File: src/rtl/fixed_point_divider_seq.sv
// Sequential restoring Q-format divider (unsigned/signed) with saturation and divide-by-zero flag.
// Latency WIDTH+FRAC+1 edges start-to-done (1 on divide-by-zero); start/loads ignored while running.
module fixed_point_divider_seq #(
  parameter int WIDTH = 10,
  parameter int FRAC  = 5
) (
  input  logic             clk,
  input  logic             rst,
  input  logic             ld_a,
  input  logic             ld_b,
  input  logic [WIDTH-1:0] A,
  input  logic [WIDTH-1:0] B,
  input  logic             sgn,
  input  logic             start,
  output logic             busy,
  output logic             done,
  output logic [WIDTH-1:0] Q,
  output logic             ov,
  output logic             dz
);

  localparam int N  = WIDTH + FRAC;
  localparam int CW = $clog2(N + 1);
  localparam logic [N-1:0] MAG_POS = {{(N-WIDTH+1){1'b0}}, {(WIDTH-1){1'b1}}};
  localparam logic [N-1:0] MAG_NEG = MAG_POS + 1'b1;

  typedef enum logic [1:0] {IDLE, RUN, DONE} state_t;

  state_t           state_q;
  logic [CW-1:0]    cnt_q;
  logic [WIDTH-1:0] a_q, b_q, bmag_q;
  logic             sgn_q, neg_q, dzp_q;
  logic [N-1:0]     dvd_q, quo_q;
  logic [WIDTH:0]   rem_q;
  logic             busy_q, done_q, ov_q, dz_q;
  logic [WIDTH-1:0] q_q;

  logic [WIDTH-1:0] a_mag, b_mag, q_trunc, q_res, q_sat;
  logic [WIDTH:0]   rem_sh, rem_d;
  logic             qbit_d, ov_d, accept;

  assign busy = busy_q;
  assign done = done_q;
  assign Q    = q_q;
  assign ov   = ov_q;
  assign dz   = dz_q;

  assign accept = start && (state_q == IDLE || state_q == DONE);
  assign a_mag  = (sgn && a_q[WIDTH-1]) ? -a_q : a_q;
  assign b_mag  = (sgn && b_q[WIDTH-1]) ? -b_q : b_q;

  always_comb begin
    rem_sh = {rem_q[WIDTH-1:0], dvd_q[N-1]};
    rem_d  = rem_sh;
    qbit_d = 1'b0;
    if (rem_sh >= {1'b0, bmag_q}) begin
      rem_d  = rem_sh - {1'b0, bmag_q};
      qbit_d = 1'b1;
    end
  end

  // Signed negative results may reach one more than positive ones (the most-negative code).
  always_comb begin
    q_trunc = quo_q[WIDTH-1:0];
    q_res   = neg_q ? -q_trunc : q_trunc;
    if (!sgn_q)     ov_d = |quo_q[N-1:WIDTH];
    else if (neg_q) ov_d = (quo_q > MAG_NEG);
    else            ov_d = (quo_q > MAG_POS);
    if (!sgn_q)     q_sat = {WIDTH{1'b1}};
    else if (neg_q) q_sat = {1'b1, {(WIDTH-1){1'b0}}};
    else            q_sat = {1'b0, {(WIDTH-1){1'b1}}};
  end

  always_ff @(posedge clk or negedge rst) begin
    if (!rst) begin
      state_q <= IDLE;
      cnt_q   <= '0;
      a_q     <= '0;
      b_q     <= '0;
      bmag_q  <= '0;
      sgn_q   <= 1'b0;
      neg_q   <= 1'b0;
      dzp_q   <= 1'b0;
      dvd_q   <= '0;
      quo_q   <= '0;
      rem_q   <= '0;
      busy_q  <= 1'b0;
      done_q  <= 1'b0;
      ov_q    <= 1'b0;
      dz_q    <= 1'b0;
      q_q     <= '0;
    end else begin
      done_q <= 1'b0;
      case (state_q)
        IDLE, DONE: begin
          if (ld_a) a_q <= A;
          if (ld_b) b_q <= B;
          state_q <= IDLE;
          if (accept) begin
            sgn_q   <= sgn;
            neg_q   <= sgn & (a_q[WIDTH-1] ^ b_q[WIDTH-1]);
            bmag_q  <= b_mag;
            dvd_q   <= {a_mag, {FRAC{1'b0}}};
            rem_q   <= '0;
            quo_q   <= '0;
            cnt_q   <= '0;
            ov_q    <= 1'b0;
            dz_q    <= 1'b0;
            dzp_q   <= (b_q == '0);
            busy_q  <= (b_q != '0);
            state_q <= RUN;
          end
        end
        RUN: begin
          if (dzp_q) begin
            state_q <= DONE;
            done_q  <= 1'b1;
            q_q     <= q_sat;
            ov_q    <= 1'b1;
            dz_q    <= 1'b1;
          end else if (cnt_q == CW'(N)) begin
            state_q <= DONE;
            done_q  <= 1'b1;
            busy_q  <= 1'b0;
            q_q     <= ov_d ? q_sat : q_res;
            ov_q    <= ov_d;
          end else begin
            rem_q <= rem_d;
            quo_q <= {quo_q[N-2:0], qbit_d};
            dvd_q <= {dvd_q[N-2:0], 1'b0};
            cnt_q <= cnt_q + 1'b1;
          end
        end
        default: state_q <= IDLE;
      endcase
    end
  end

endmodule

File: config.mk
export PLATFORM = sky130hd
export DESIGN_NAME = fixed_point_divider_seq
export DESIGN_NICKNAME = d
export VERILOG_FILES = /design/src/rtl/fixed_point_divider_seq.sv
export SDC_FILE = /design/constraint.sdc
export NUM_CORES = 1
export LEC_CHECK = 0
export CORE_MARGIN = 10
export CORE_UTILIZATION = 55
export DETAILED_ROUTE_END_ITERATION = 8
export GPL_ROUTABILITY_DRIVEN = 0
export PLACE_DENSITY_LB_ADDON = 0.12
export SYNTH_ARGS = -nofsm -noshare
export SYNTH_HDL_FRONTEND = slang
export SYNTH_SLANG_ARGS = --single-unit
File: constraint.sdc
create_clock -name clk -period 4.6 [get_ports clk]
set_input_delay 0.92 -clock clk [delete_from_list [all_inputs] [get_ports clk]]
set_output_delay 0.92 -clock clk [all_outputs]
set_load 0.1 [all_outputs]
==> run_results.csv <==
group,metric,value,unit
yosys,syn_inst,464,
floorplanning,io_pins,40,
sta,setup_slack,1720,ps
sta,drv_slew,0,
clock_network,cts-buffers-inserted,9,
detailed_routing,vias_per_cell,5.63,
worst_setup_path,critPathCaptureType,"flip-flop",
worst_setup_path,critPathKind,"in -> reg",
grt,grt_pass1_wl,16.2,mm
sta,setup_viol,0,
yosys,ys_seq_area_share,47.8,%
final_layout,fillCellCount,700,
clock_network,cts_tree,"done",
worst_setup_path,setup.worst_path.end,"cnt_q[2]",
final_layout,final_common_cell,"dfrtp_1",
clock_network,ctsResizeCount,0,
floorplanning,placementRows,33,
worst_setup_path,critical_path_peak_fanout,26,
yosys,syn_avg_cell_area,9.93,µm²
status,outcome,"completed",
yosys,synth_fp_nets,506,
yosys,synth_area,4610,µm²
yosys,ys_types,54,
floorplanning,dieArea,12400,µm²
detailed_routing,antenna_left,0,
sta,worst_pin_slew,982,ps
worst_setup_path,worstSetupPathDepth,8,
final_layout,area_delta_synth_final,14.4,%
worst_setup_path,arrival,3100,ps
worst_setup_path,ff2ff_path_depth,7,
worst_setup_path,reg2reg_slack,2130,ps
sta,tns,0,ps
worst_setup_path,cpPeakStageDelay,550,ps
clock_network,clock_latency,350,ps
grt,grt_pass1_vias,3347,
worst_setup_path,required,4820,ps
hold_path,worstHoldPathType,"reg -> reg",
clock_network,cts_buffer_depth,2,
grt,grt_use_total,15.1,%
detailed_routing,drtPass1Iterations,4,
yosys,ys_seq_elements,88,
grt,overflow,0,
sta,fin_crit_sh,62.5,%
worst_setup_path,r2r_start,"state_q[0]",
sta,rsz0062_at_grt,"false",
sta,finClkSkew,10.8,ps
worst_setup_path,crit_buf_inv,2,
final_layout,fin_nets,541,
final_layout,seq_area,2200,µm²
clock_network,ctsHoldBuffers,0,
clock_network,cts_sinks,88,
final_layout,diodes,0,
yosys,synth-edff-count,0,
yosys,synthArstFlopShare,100,%
yosys,synthFlopType,"dfrtp_1",
floorplanning,start_util,56.3,%
sta,fin_hold_ws,488,ps
worst_setup_path,start_kind,"primary input",
flow_run,maxCapViolations,0,
final_layout,drive_gt1_share,8.93,%
sta,max_slew_margin,34.3,%
worst_setup_path,crit_start,"start",
sta,finalHoldViolations,0,
placement,port_buffers,39,
worst_setup_path,r2r_end,"cnt_q[2]",
clock_network,clk_pin_slew,90,ps
yosys,yosys_warnings,0,
placement,dp_slack,1350,ps
grt,antenna_found_initial,0,
detailed_routing,initialDrtViolationCount,183,
final_layout,multi_input_area,2220,µm²
placement,dp_hpwl,6.87,mm
clock_network,cts_root_buffer,"clkbuf_8",
floorplanning,die_w,112,µm
worst_setup_path,crit_chain,"clkdlybuf4s50_1, nand2b_1, o21a_1, a21o_1, inv_1, nand2_1, xor2_1, nor2_1",
detailed_routing,wl_per_cell,15.2,µm
detailed_routing,vias,3428,
detailed_routing,drt_wl_total,9.26,mm
worst_setup_path,critPathSlowestCell,"nand2b_1",
final_layout,layout_common_cells,"dfrtp_1 (88), nand2_1 (56), o21ai_0 (44)",
clock_network,htreeDepth,3,
sta,period_minus_slack,2880,ps
detailed_routing,drc,0,
floorplanning,die_y,112,µm
worst_setup_path,path_delay_family,"simple AND/OR/NAND/NOR gates",
grt,grt_max_degree,52,
clock_network,postCtsSetupBuffers,0,
floorplanning,coreArea,8180,µm²
sta,max_freq,0.348,GHz
[logic make-up (layout without fill, tap and decap cells)]
family / Yosys count / after routing / share of synthesized area [%]
xor gates and xnor gates: 26 / 26 / 4.94
and+or+nand+nor: 141 / 141 / 15.1
AOI/OAI and AO/OA: 122 / 122 / 17.6
buffers and inverters: 45 / 85 / 3.99
adders and majority gates: 16 / 16 / 4.51
DFF: 88 / 88 / 47.8
muxes: 26 / 26 / 6.06
[through the flow]
| stage | area (µm²) | util, % | cells |
|---|---|---|---|
| after global routing | 5270 | 64.5 | 609 |
| after CTS | 5270 | 64.5 | 609 |
| after floorplan | 4610 | - | 464 |
| final | 5270 | 64.5 | 609 |
| after global placement | 5070 | 62.0 | 593 |
| after detailed placement | 5070 | 62.0 | 593 |
[final cells by class]
| type | count | area share, % |
|---|---|---|
| inverter | 25 | 1.78 |
| tap | 105 | 2.49 |
| clock inverter | 5 | 1.07 |
| sequential | 88 | 41.8 |
| clock buffer | 11 | 2.68 |
| timing repair buffer | 44 | 8.07 |
| multi-input combinational | 331 | 42.1 |
[worst register-to-register path, delay by kind of cell (launching register included)]
kind	cells	cell delay, ps
buf+inv	1	210
compound gates	2	690
simple gates	3	820
flops	1	480
xor+xnor	1	140
[routing by layer]
layer	track usage, %	part of all wire [%]
met1	19.8	47
met2	24.1	46
met3	3.54	4.6
met4	5.23	1.5
met5	0	0
[state kept, by name, indices dropped and copies added (netlist names), 4 cells and up]
register / cells
bmag_q: 10
quo_q: 15
b_q: 10
a_q: 10
dvd_q: 10
rem_q: 10
cnt_q: 4
Q: 10
[cell usage after synthesis (3+ instances only)]
| master | n | area (µm²) |
|---|---|---|
| mux2_2 | 15 | 169 |
| buf_1 | 3 | 11.3 |
| o21ai_0 | 44 | 220 |
| or3_1 | 5 | 31.3 |
| dfrtp_1 | 88 | 2200 |
| nand3_1 | 6 | 30.0 |
| nand4_1 | 4 | 25.0 |
| xnor2_1 | 23 | 201 |
| ha_1 | 15 | 188 |
| nand2b_1 | 9 | 56.3 |
| o21a_1 | 3 | 22.5 |
| a211oi_1 | 4 | 30.0 |
| clkbuf_1 | 12 | 45.0 |
| nor2_1 | 29 | 109 |
| o21ai_1 | 4 | 20.0 |
| a21oi_1 | 21 | 105 |
| nor3_1 | 7 | 35.0 |
| nor2b_1 | 5 | 31.3 |
| mux2i_1 | 11 | 110 |
| inv_1 | 25 | 93.8 |
| a221o_1 | 7 | 70.1 |
| a22o_1 | 16 | 140 |
| nor4_1 | 8 | 50.1 |
| nand2_1 | 56 | 210 |
| a31oi_1 | 3 | 18.8 |
| xor2_1 | 3 | 26.3 |
| o31ai_1 | 4 | 30.0 |
[worst min path at each step]
stage	startpoint	end	cells after the start
final	dvd_q[8]	dvd_q[8]	2
after global routing	Q[9]	Q[9]	2
after CTS	dvd_q[8]	dvd_q[8]	2
after detailed placement	dvd_q[8]	dvd_q[8]	2
after global placement	Q[9]	Q[9]	2
after floorplan	dvd_q[11]	dvd_q[11]	2
Power is not shown: default switching activity piles up to over one toggle a cycle in this logic, so the estimate is an artifact.
